===== src/rtl/mem_port_arbiter_if.sv =====
// Requester and memory-side signal bundle for mem_port_arbiter.
// slave = the arbiter's view, master = the surrounding fetch/EU/memory environment.
interface mem_port_arbiter_if;
  logic [15:0] cs;
  logic [15:0] ds;

  logic        fetch_req;
  logic [15:0] fetch_off;
  logic        fetch_gnt;
  logic        fetch_rvalid;
  logic [15:0] fetch_rdata;

  logic        eu_req;
  logic        eu_we;
  logic [15:0] eu_off;
  logic [15:0] eu_wdata;
  logic        eu_gnt;
  logic        eu_rvalid;
  logic [15:0] eu_rdata;

  logic        mem_en;
  logic        mem_we;
  logic [19:0] mem_addr;
  logic [1:0]  mem_selector;
  logic [15:0] mem_wdata;
  logic [15:0] mem_rdata;

  logic        busy;

  modport slave (
    input  cs, ds,
    input  fetch_req, fetch_off,
    input  eu_req, eu_we, eu_off, eu_wdata,
    input  mem_rdata,
    output fetch_gnt, fetch_rvalid, fetch_rdata,
    output eu_gnt, eu_rvalid, eu_rdata,
    output mem_en, mem_we, mem_addr, mem_selector, mem_wdata,
    output busy
  );

  modport master (
    output cs, ds,
    output fetch_req, fetch_off,
    output eu_req, eu_we, eu_off, eu_wdata,
    output mem_rdata,
    input  fetch_gnt, fetch_rvalid, fetch_rdata,
    input  eu_gnt, eu_rvalid, eu_rdata,
    input  mem_en, mem_we, mem_addr, mem_selector, mem_wdata,
    input  busy
  );
endinterface


===== src/rtl/mem_port_arbiter.sv =====
// Shares one memory port between FETCH and EU: EU-priority arbitration with FETCH anti-starvation.
// Grant in the request cycle, mem_en one cycle later, read data MEM_LAT+1 cycles after grant; one access in flight.
module mem_port_arbiter #(
  parameter int MEM_LAT    = 2,
  parameter int STARVE_LIM = 3
) (
  input logic               clk,
  input logic               reset,
  mem_port_arbiter_if.slave bus_io
);

  localparam int SW = $clog2(STARVE_LIM + 1);
  localparam int CW = (MEM_LAT > 2) ? $clog2(MEM_LAT) : 1;

  typedef enum logic [1:0] {S_IDLE, S_ACCESS, S_WAIT, S_RESP} state_e;

  state_e        state_q;
  logic [SW-1:0] starve_q;
  logic [CW-1:0] wait_q;
  logic          mem_en_q;
  logic          mem_we_q;
  logic [19:0]   addr_q;
  logic [1:0]    sel_q;
  logic [15:0]   wdata_q;
  logic [15:0]   fetch_rdata_q;
  logic [15:0]   eu_rdata_q;

  logic          idle_ok_d;
  logic          fetch_win_d;
  logic          fetch_gnt_d;
  logic          eu_gnt_d;
  logic          resp_d;
  logic [19:0]   gnt_addr_d;

  // FETCH only beats a pending EU request once EU has starved it STARVE_LIM times.
  always_comb begin
    idle_ok_d   = (state_q == S_IDLE) && !reset;
    fetch_win_d = bus_io.fetch_req && (!bus_io.eu_req || starve_q == SW'(STARVE_LIM));
    fetch_gnt_d = idle_ok_d && fetch_win_d;
    eu_gnt_d    = idle_ok_d && bus_io.eu_req && !fetch_win_d;
    resp_d      = (state_q == S_RESP) && !reset;
    gnt_addr_d  = fetch_win_d ? ({bus_io.cs, 4'b0} + {4'b0, bus_io.fetch_off})
                              : ({bus_io.ds, 4'b0} + {4'b0, bus_io.eu_off});
  end

  always_ff @(posedge clk) begin
    if (reset) begin
      state_q       <= S_IDLE;
      starve_q      <= '0;
      wait_q        <= '0;
      mem_en_q      <= 1'b0;
      mem_we_q      <= 1'b0;
      addr_q        <= '0;
      sel_q         <= '0;
      wdata_q       <= '0;
      fetch_rdata_q <= '0;
      eu_rdata_q    <= '0;
    end else begin
      mem_en_q <= 1'b0;
      mem_we_q <= 1'b0;
      case (state_q)
        S_IDLE: begin
          if (fetch_gnt_d || eu_gnt_d) begin
            state_q  <= S_ACCESS;
            mem_en_q <= 1'b1;
            mem_we_q <= eu_gnt_d && bus_io.eu_we;
            addr_q   <= gnt_addr_d;
            sel_q    <= eu_gnt_d ? 2'b01 : 2'b00;
            if (eu_gnt_d) begin
              wdata_q <= bus_io.eu_wdata;
            end
            if (eu_gnt_d && bus_io.fetch_req) begin
              starve_q <= (starve_q == SW'(STARVE_LIM)) ? starve_q : starve_q + SW'(1);
            end else begin
              starve_q <= '0;
            end
          end
        end
        S_ACCESS: begin
          if (mem_we_q) begin
            state_q <= S_IDLE;
          end else if (MEM_LAT == 1) begin
            state_q <= S_RESP;
          end else begin
            state_q <= S_WAIT;
            wait_q  <= CW'(MEM_LAT > 1 ? MEM_LAT - 2 : 0);
          end
        end
        S_WAIT: begin
          if (wait_q == '0) begin
            state_q <= S_RESP;
          end else begin
            wait_q <= wait_q - CW'(1);
          end
        end
        S_RESP: begin
          state_q <= S_IDLE;
          if (sel_q == 2'b01) begin
            eu_rdata_q <= bus_io.mem_rdata;
          end else begin
            fetch_rdata_q <= bus_io.mem_rdata;
          end
        end
        default: state_q <= S_IDLE;
      endcase
    end
  end

  // Read data is forwarded straight from memory in the RESP cycle, then held.
  assign bus_io.fetch_gnt    = fetch_gnt_d;
  assign bus_io.eu_gnt       = eu_gnt_d;
  assign bus_io.fetch_rvalid = resp_d && (sel_q == 2'b00);
  assign bus_io.eu_rvalid    = resp_d && (sel_q == 2'b01);
  assign bus_io.fetch_rdata  = bus_io.fetch_rvalid ? bus_io.mem_rdata : fetch_rdata_q;
  assign bus_io.eu_rdata     = bus_io.eu_rvalid ? bus_io.mem_rdata : eu_rdata_q;
  assign bus_io.mem_en       = mem_en_q;
  assign bus_io.mem_we       = mem_we_q;
  assign bus_io.mem_addr     = addr_q;
  assign bus_io.mem_selector = sel_q;
  assign bus_io.mem_wdata    = wdata_q;
  assign bus_io.busy         = (state_q != S_IDLE);

endmodule

===== src/flat_wrapper.sv =====
// flat-port wrapper written by rule: the top's interface ports become plain ports
module mem_port_arbiter_flat 
#(
  parameter int MEM_LAT    = 2,
  parameter int STARVE_LIM = 3
)
  (clk, reset, bus_io_cs, bus_io_ds, bus_io_fetch_req, bus_io_fetch_off, bus_io_eu_req, bus_io_eu_we, bus_io_eu_off, bus_io_eu_wdata, bus_io_mem_rdata, bus_io_fetch_gnt, bus_io_fetch_rvalid, bus_io_fetch_rdata, bus_io_eu_gnt, bus_io_eu_rvalid, bus_io_eu_rdata, bus_io_mem_en, bus_io_mem_we, bus_io_mem_addr, bus_io_mem_selector, bus_io_mem_wdata, bus_io_busy);
  mem_port_arbiter_if bus_io_i ();
  input logic clk;
  input logic reset;
  input wire logic [$bits(bus_io_i.cs)-1:0] bus_io_cs;
  input wire logic [$bits(bus_io_i.ds)-1:0] bus_io_ds;
  input wire logic [$bits(bus_io_i.fetch_req)-1:0] bus_io_fetch_req;
  input wire logic [$bits(bus_io_i.fetch_off)-1:0] bus_io_fetch_off;
  input wire logic [$bits(bus_io_i.eu_req)-1:0] bus_io_eu_req;
  input wire logic [$bits(bus_io_i.eu_we)-1:0] bus_io_eu_we;
  input wire logic [$bits(bus_io_i.eu_off)-1:0] bus_io_eu_off;
  input wire logic [$bits(bus_io_i.eu_wdata)-1:0] bus_io_eu_wdata;
  input wire logic [$bits(bus_io_i.mem_rdata)-1:0] bus_io_mem_rdata;
  output wire logic [$bits(bus_io_i.fetch_gnt)-1:0] bus_io_fetch_gnt;
  output wire logic [$bits(bus_io_i.fetch_rvalid)-1:0] bus_io_fetch_rvalid;
  output wire logic [$bits(bus_io_i.fetch_rdata)-1:0] bus_io_fetch_rdata;
  output wire logic [$bits(bus_io_i.eu_gnt)-1:0] bus_io_eu_gnt;
  output wire logic [$bits(bus_io_i.eu_rvalid)-1:0] bus_io_eu_rvalid;
  output wire logic [$bits(bus_io_i.eu_rdata)-1:0] bus_io_eu_rdata;
  output wire logic [$bits(bus_io_i.mem_en)-1:0] bus_io_mem_en;
  output wire logic [$bits(bus_io_i.mem_we)-1:0] bus_io_mem_we;
  output wire logic [$bits(bus_io_i.mem_addr)-1:0] bus_io_mem_addr;
  output wire logic [$bits(bus_io_i.mem_selector)-1:0] bus_io_mem_selector;
  output wire logic [$bits(bus_io_i.mem_wdata)-1:0] bus_io_mem_wdata;
  output wire logic [$bits(bus_io_i.busy)-1:0] bus_io_busy;
  assign bus_io_i.cs = bus_io_cs;
  assign bus_io_i.ds = bus_io_ds;
  assign bus_io_i.fetch_req = bus_io_fetch_req;
  assign bus_io_i.fetch_off = bus_io_fetch_off;
  assign bus_io_i.eu_req = bus_io_eu_req;
  assign bus_io_i.eu_we = bus_io_eu_we;
  assign bus_io_i.eu_off = bus_io_eu_off;
  assign bus_io_i.eu_wdata = bus_io_eu_wdata;
  assign bus_io_i.mem_rdata = bus_io_mem_rdata;
  assign bus_io_fetch_gnt = bus_io_i.fetch_gnt;
  assign bus_io_fetch_rvalid = bus_io_i.fetch_rvalid;
  assign bus_io_fetch_rdata = bus_io_i.fetch_rdata;
  assign bus_io_eu_gnt = bus_io_i.eu_gnt;
  assign bus_io_eu_rvalid = bus_io_i.eu_rvalid;
  assign bus_io_eu_rdata = bus_io_i.eu_rdata;
  assign bus_io_mem_en = bus_io_i.mem_en;
  assign bus_io_mem_we = bus_io_i.mem_we;
  assign bus_io_mem_addr = bus_io_i.mem_addr;
  assign bus_io_mem_selector = bus_io_i.mem_selector;
  assign bus_io_mem_wdata = bus_io_i.mem_wdata;
  assign bus_io_busy = bus_io_i.busy;
  mem_port_arbiter #(.MEM_LAT(MEM_LAT), .STARVE_LIM(STARVE_LIM)) u_core (.clk(clk), .reset(reset), .bus_io(bus_io_i));
endmodule

===== config.mk =====
export PLATFORM = sky130hd
export DESIGN_NAME = mem_port_arbiter_flat
export DESIGN_NICKNAME = d
export VERILOG_FILES = /design/src/rtl/mem_port_arbiter_if.sv /design/src/rtl/mem_port_arbiter.sv /design/src/flat_wrapper.sv
export SDC_FILE = /design/constraint.sdc
export NUM_CORES = 1
export LEC_CHECK = 0
export ABC_AREA = 1
export BUFFER_PORTS_ARGS = -buffer_cell sky130_fd_sc_hd__buf_2
export CAP_MARGIN = 20
export CORE_MARGIN = 1.5
export CORE_UTILIZATION = 45
export DETAILED_ROUTE_END_ITERATION = 8
export GPL_TIMING_DRIVEN = 0
export MAX_ROUTING_LAYER = met4
export PLACE_DENSITY = 0.81
export SLEW_MARGIN = 10
export SYNTH_ARGS = -nofsm -noshare
export SYNTH_HDL_FRONTEND = slang
export SYNTH_SLANG_ARGS = --single-unit

===== constraint.sdc =====
create_clock -name clk -period 1.85 [get_ports clk]
set_input_delay 0.4625 -clock clk [delete_from_list [all_inputs] [get_ports clk]]
set_output_delay 0.4625 -clock clk [all_outputs]
set_load 0.005 [all_outputs]

==> flow_summary.toml <==
[cts]
clockBufferDepth = 2
postCtsHoldBufs = 0
cts.reportedPaths.clkPinSlew_ps = 80
clk_latency_ps = 360
clock-sinks = 75
ctsHtreeMaxLevel = 3
numCtsBuffers = 9
cts_tree = "done"
cts_root_buffer = "clkbuf_8"

[setup_path]
r2r_end = "u_core.bus_io.mem_addr[10]$_SDFFE_PP0P_"
worstPathMaxFanout = 7
crit_chain = "nand2_4 > nor2_4 > inv_2 > nor2_4 > buf_6 > nand2_4 > o21ai_1 > buf_2"
crit_family = "simple AND/OR/NAND/NOR gates"
crit_type = "register to primary output"
r2r_cells = 12
r2r-start = "u_core.starve_q[0]$_SDFFE_PP0P_"
crit_slowest_cell = "dfxtp_2"
path_buf_inv = 3
worst_ep_arrival_time_ps = 1610
regToRegSetupSlack_ps = 110
startpoint_type = "register"
critPathMaxStageDelay_ps = 370
critPathCaptureType = "primary output"
required_ps = 1390

[place]
place_area_um2 = 5770
dp.cells = 1052
io_buffer_count = 175
hpwl_um = 10600
place.gp.congestion = 0.938

[drt]
dr.pass1.iters = 5
wl_um = 14400
vias_per_cell = 4.95
drtIter0Drc = 325
antenna_left = 0
vias = 5381
wl_per_cell_um = 13.2
drc = 0

[sta]
rsz0062_at_grt = "true"
min_period_over_period_pct = 112
drv_slew = 0
finalHoldViolations = 0
finalWorstSetupSlack_ps = -225
finalSetupViolations = 35
fin_crit_ps = 2080
skew_ps = 18.5
timing.fmax_mhz = 482

[die]
io_pins = 178
die_h_um = 105
die_x_um = 105
core_um2 = 10200
start_util_pct = 45.9
rows = 37
die_area_um2 = 11100

[yosys]
syn_inst = 741
ys.warnings.count = 0
seq_area_frac_synth_pct = 31.9
ys_ff_latch = 75
synthesis.area_um2 = 4700
avgSynthCellArea_um2 = 6.34
synth_fp_nets = 869
yosys_most_used_dff = "dfxtp_1"
synth_edf_count = 0
synth_area_leaders = "dfxtp_1 32%, nand2_1 16%, inv_1 9.0%, o21ai_0 8.1%, ha_1 6.7%"
synthDominantCellAreaShare_pct = 31.9
ys_async_sr_fraction_pct = 0
synth_area_leader_cell = "dfxtp_1"
ys_types = 35

[worst_hold_path]
min_path_type = "input port to register"
min_to = "u_core.bus_io.mem_we$_SDFF_PP0_"
min_path_cells = 3
hold_start = "bus_io_eu_we"

[layout]
fin_area_um2 = 6440
drive_gt1_share_pct = 32.0
fin_util_pct = 62.9
antenna_cells = 0
syn_to_final_growth_pct = 37.0
nNetsFinal = 1075
fin_cells = 1088

[pwr]
peakVddDrop_mv = 0.425
power_density_nw_per_um2 = 671
p_leak_uw = 0.00358

[run]
drv_cap = 0

[global_routing]
grt_overflow = 0
grt_start_max_net_pins = 15
grt_pass1_vias = 4883
antenna_found_initial = 0
grt_first_pass_wirelength_um = 22400
grt.total_usage_pct = 25.6

[run_status]
violations = "negative setup slack"
status = "finished with violations"
## layout by cell type, fill, tap and decap left out, types with 12 or more instances in the layout
master and n:
nand2_4 13, inv_2 12, buf_4 19, nand3_1 43
nand2_2 13, dfxtp_1 70, ha_1 23, nand2_1 182
buf_2 178, buf_6 13, inv_1 110, a21oi_1 17
o21ai_1 36, nor2_1 57, o21ai_2 14, o21ai_0 53
## Yosys cell counts (4+ instances only)
cell type    n
o21bai_1     4
inv_2        9
ha_1        25
nand3b_1    11
dfxtp_1     75
nor2_1      59
o21ai_0     76
and2_1       4
nor3_1       6
a21oi_1     17
buf_2        9
clkbuf_1     7
clkinv_1     7
inv_1      113
nand2_1    205
o21ai_1     27
buf_4        5
nand3_1     44
a31oi_1      7
## area by class of cell
| cell class | count | area (µm²) |
|---|---|---|
| well taps | 136 | 170 |
| clock buffers | 9 | 124 |
| flip-flops and latches | 75 | 1510 |
| plain buffers | 23 | 186 |
| repair buffers | 195 | 1050 |
| clock inverters | 7 | 100 |
| inverters | 129 | 484 |
| fillers | 939 | 3790 |
| multi-input cells | 514 | 2820 |
## report_power, final
group	leakage [µW]	switching (µW)	total, µW	internal (µW)
Combinational	0.00286	657	1120	465
Clock	0.000114	657	1430	769
Sequential	0.000614	60.4	1780	1710
## per-layer routing
layer  vias to the layer above  share of wire (%)  wire (µm)  GRT usage, %
met4                         0                2.0        281          8.51
met1                      2370                 44       6350          31.9
li1                       2766                  -          -             -
met2                       218                 48       6840          41.7
met5                         -                  0          0             -
met3                        27                6.3        911          4.87
## worst max-delay path by stage
stage / endpoint / depth (start not counted)
detailed placement: u_core.bus_io.mem_addr[18]$_SDFFE_PP0P_ / 13
CTS: bus_io_eu_rdata[3] / 8
floorplan: u_core.bus_io.mem_addr[16]$_SDFFE_PP0P_ / 11
finish: bus_io_eu_rdata[13] / 8
global route: bus_io_eu_rdata[13] / 8
global placement: u_core.bus_io.mem_addr[18]$_SDFFE_PP0P_ / 13
## worst min-delay path, cell delays in order
cell    delay [ps]
buf_2          100
inv_1           40
nor2_1          30
## kinds of logic after synthesis
| group | Yosys count | share of synthesized area [%] |
|---|---|---|
| AND/OR/NAND/NOR | 345 | 31.0 |
| other | 1 | 0.0798 |
| adder cells (fa/ha/maj) | 27 | 7.51 |
| flip-flops | 75 | 31.9 |
| AO/OA/AOI/OAI | 139 | 15.9 |
| XOR/XNOR | 2 | 0.373 |
| buffers and inverters | 152 | 13.1 |
## sequential cells by signal, summed over array words and instances (netlist names), named ones only
| register | cells |
|---|---|
| u_core.bus_io.mem_addr | 20 |
| u_core.bus_io.mem_en | 1 |
| u_core.state_q | 1 |
| u_core.bus_io.mem_selector | 1 |
| u_core.fetch_rdata_q | 16 |
| u_core.eu_rdata_q | 16 |
| u_core.starve_q | 2 |
| u_core.bus_io.mem_we | 1 |
| u_core.bus_io.mem_wdata | 16 |
## stage by stage
stage | setup TNS, ps | hold slack [ps] | worst slack [ps] | power [µW]
2_1_floorplan | 0 | 436 | 3.39 | 2460
3_3_place_gp | -3950 | 435 | -287 | 2850
3_5_place_dp | -4120 | 440 | -303 | 2860
4_1_cts | -6290 | 311 | -217 | 4290
5_1_grt | -8750 | 313 | -301 | 4570
6_report | -5820 | 321 | -225 | 4320
## repair_timing
item	4_1_cts	5_1_grt
cloned	3	1
gates resized for setup	46	69
setup endpoints to repair	36	40
buffers inserted	11	5
pin swaps	5	3
Power figures use the tool's default switching activity.
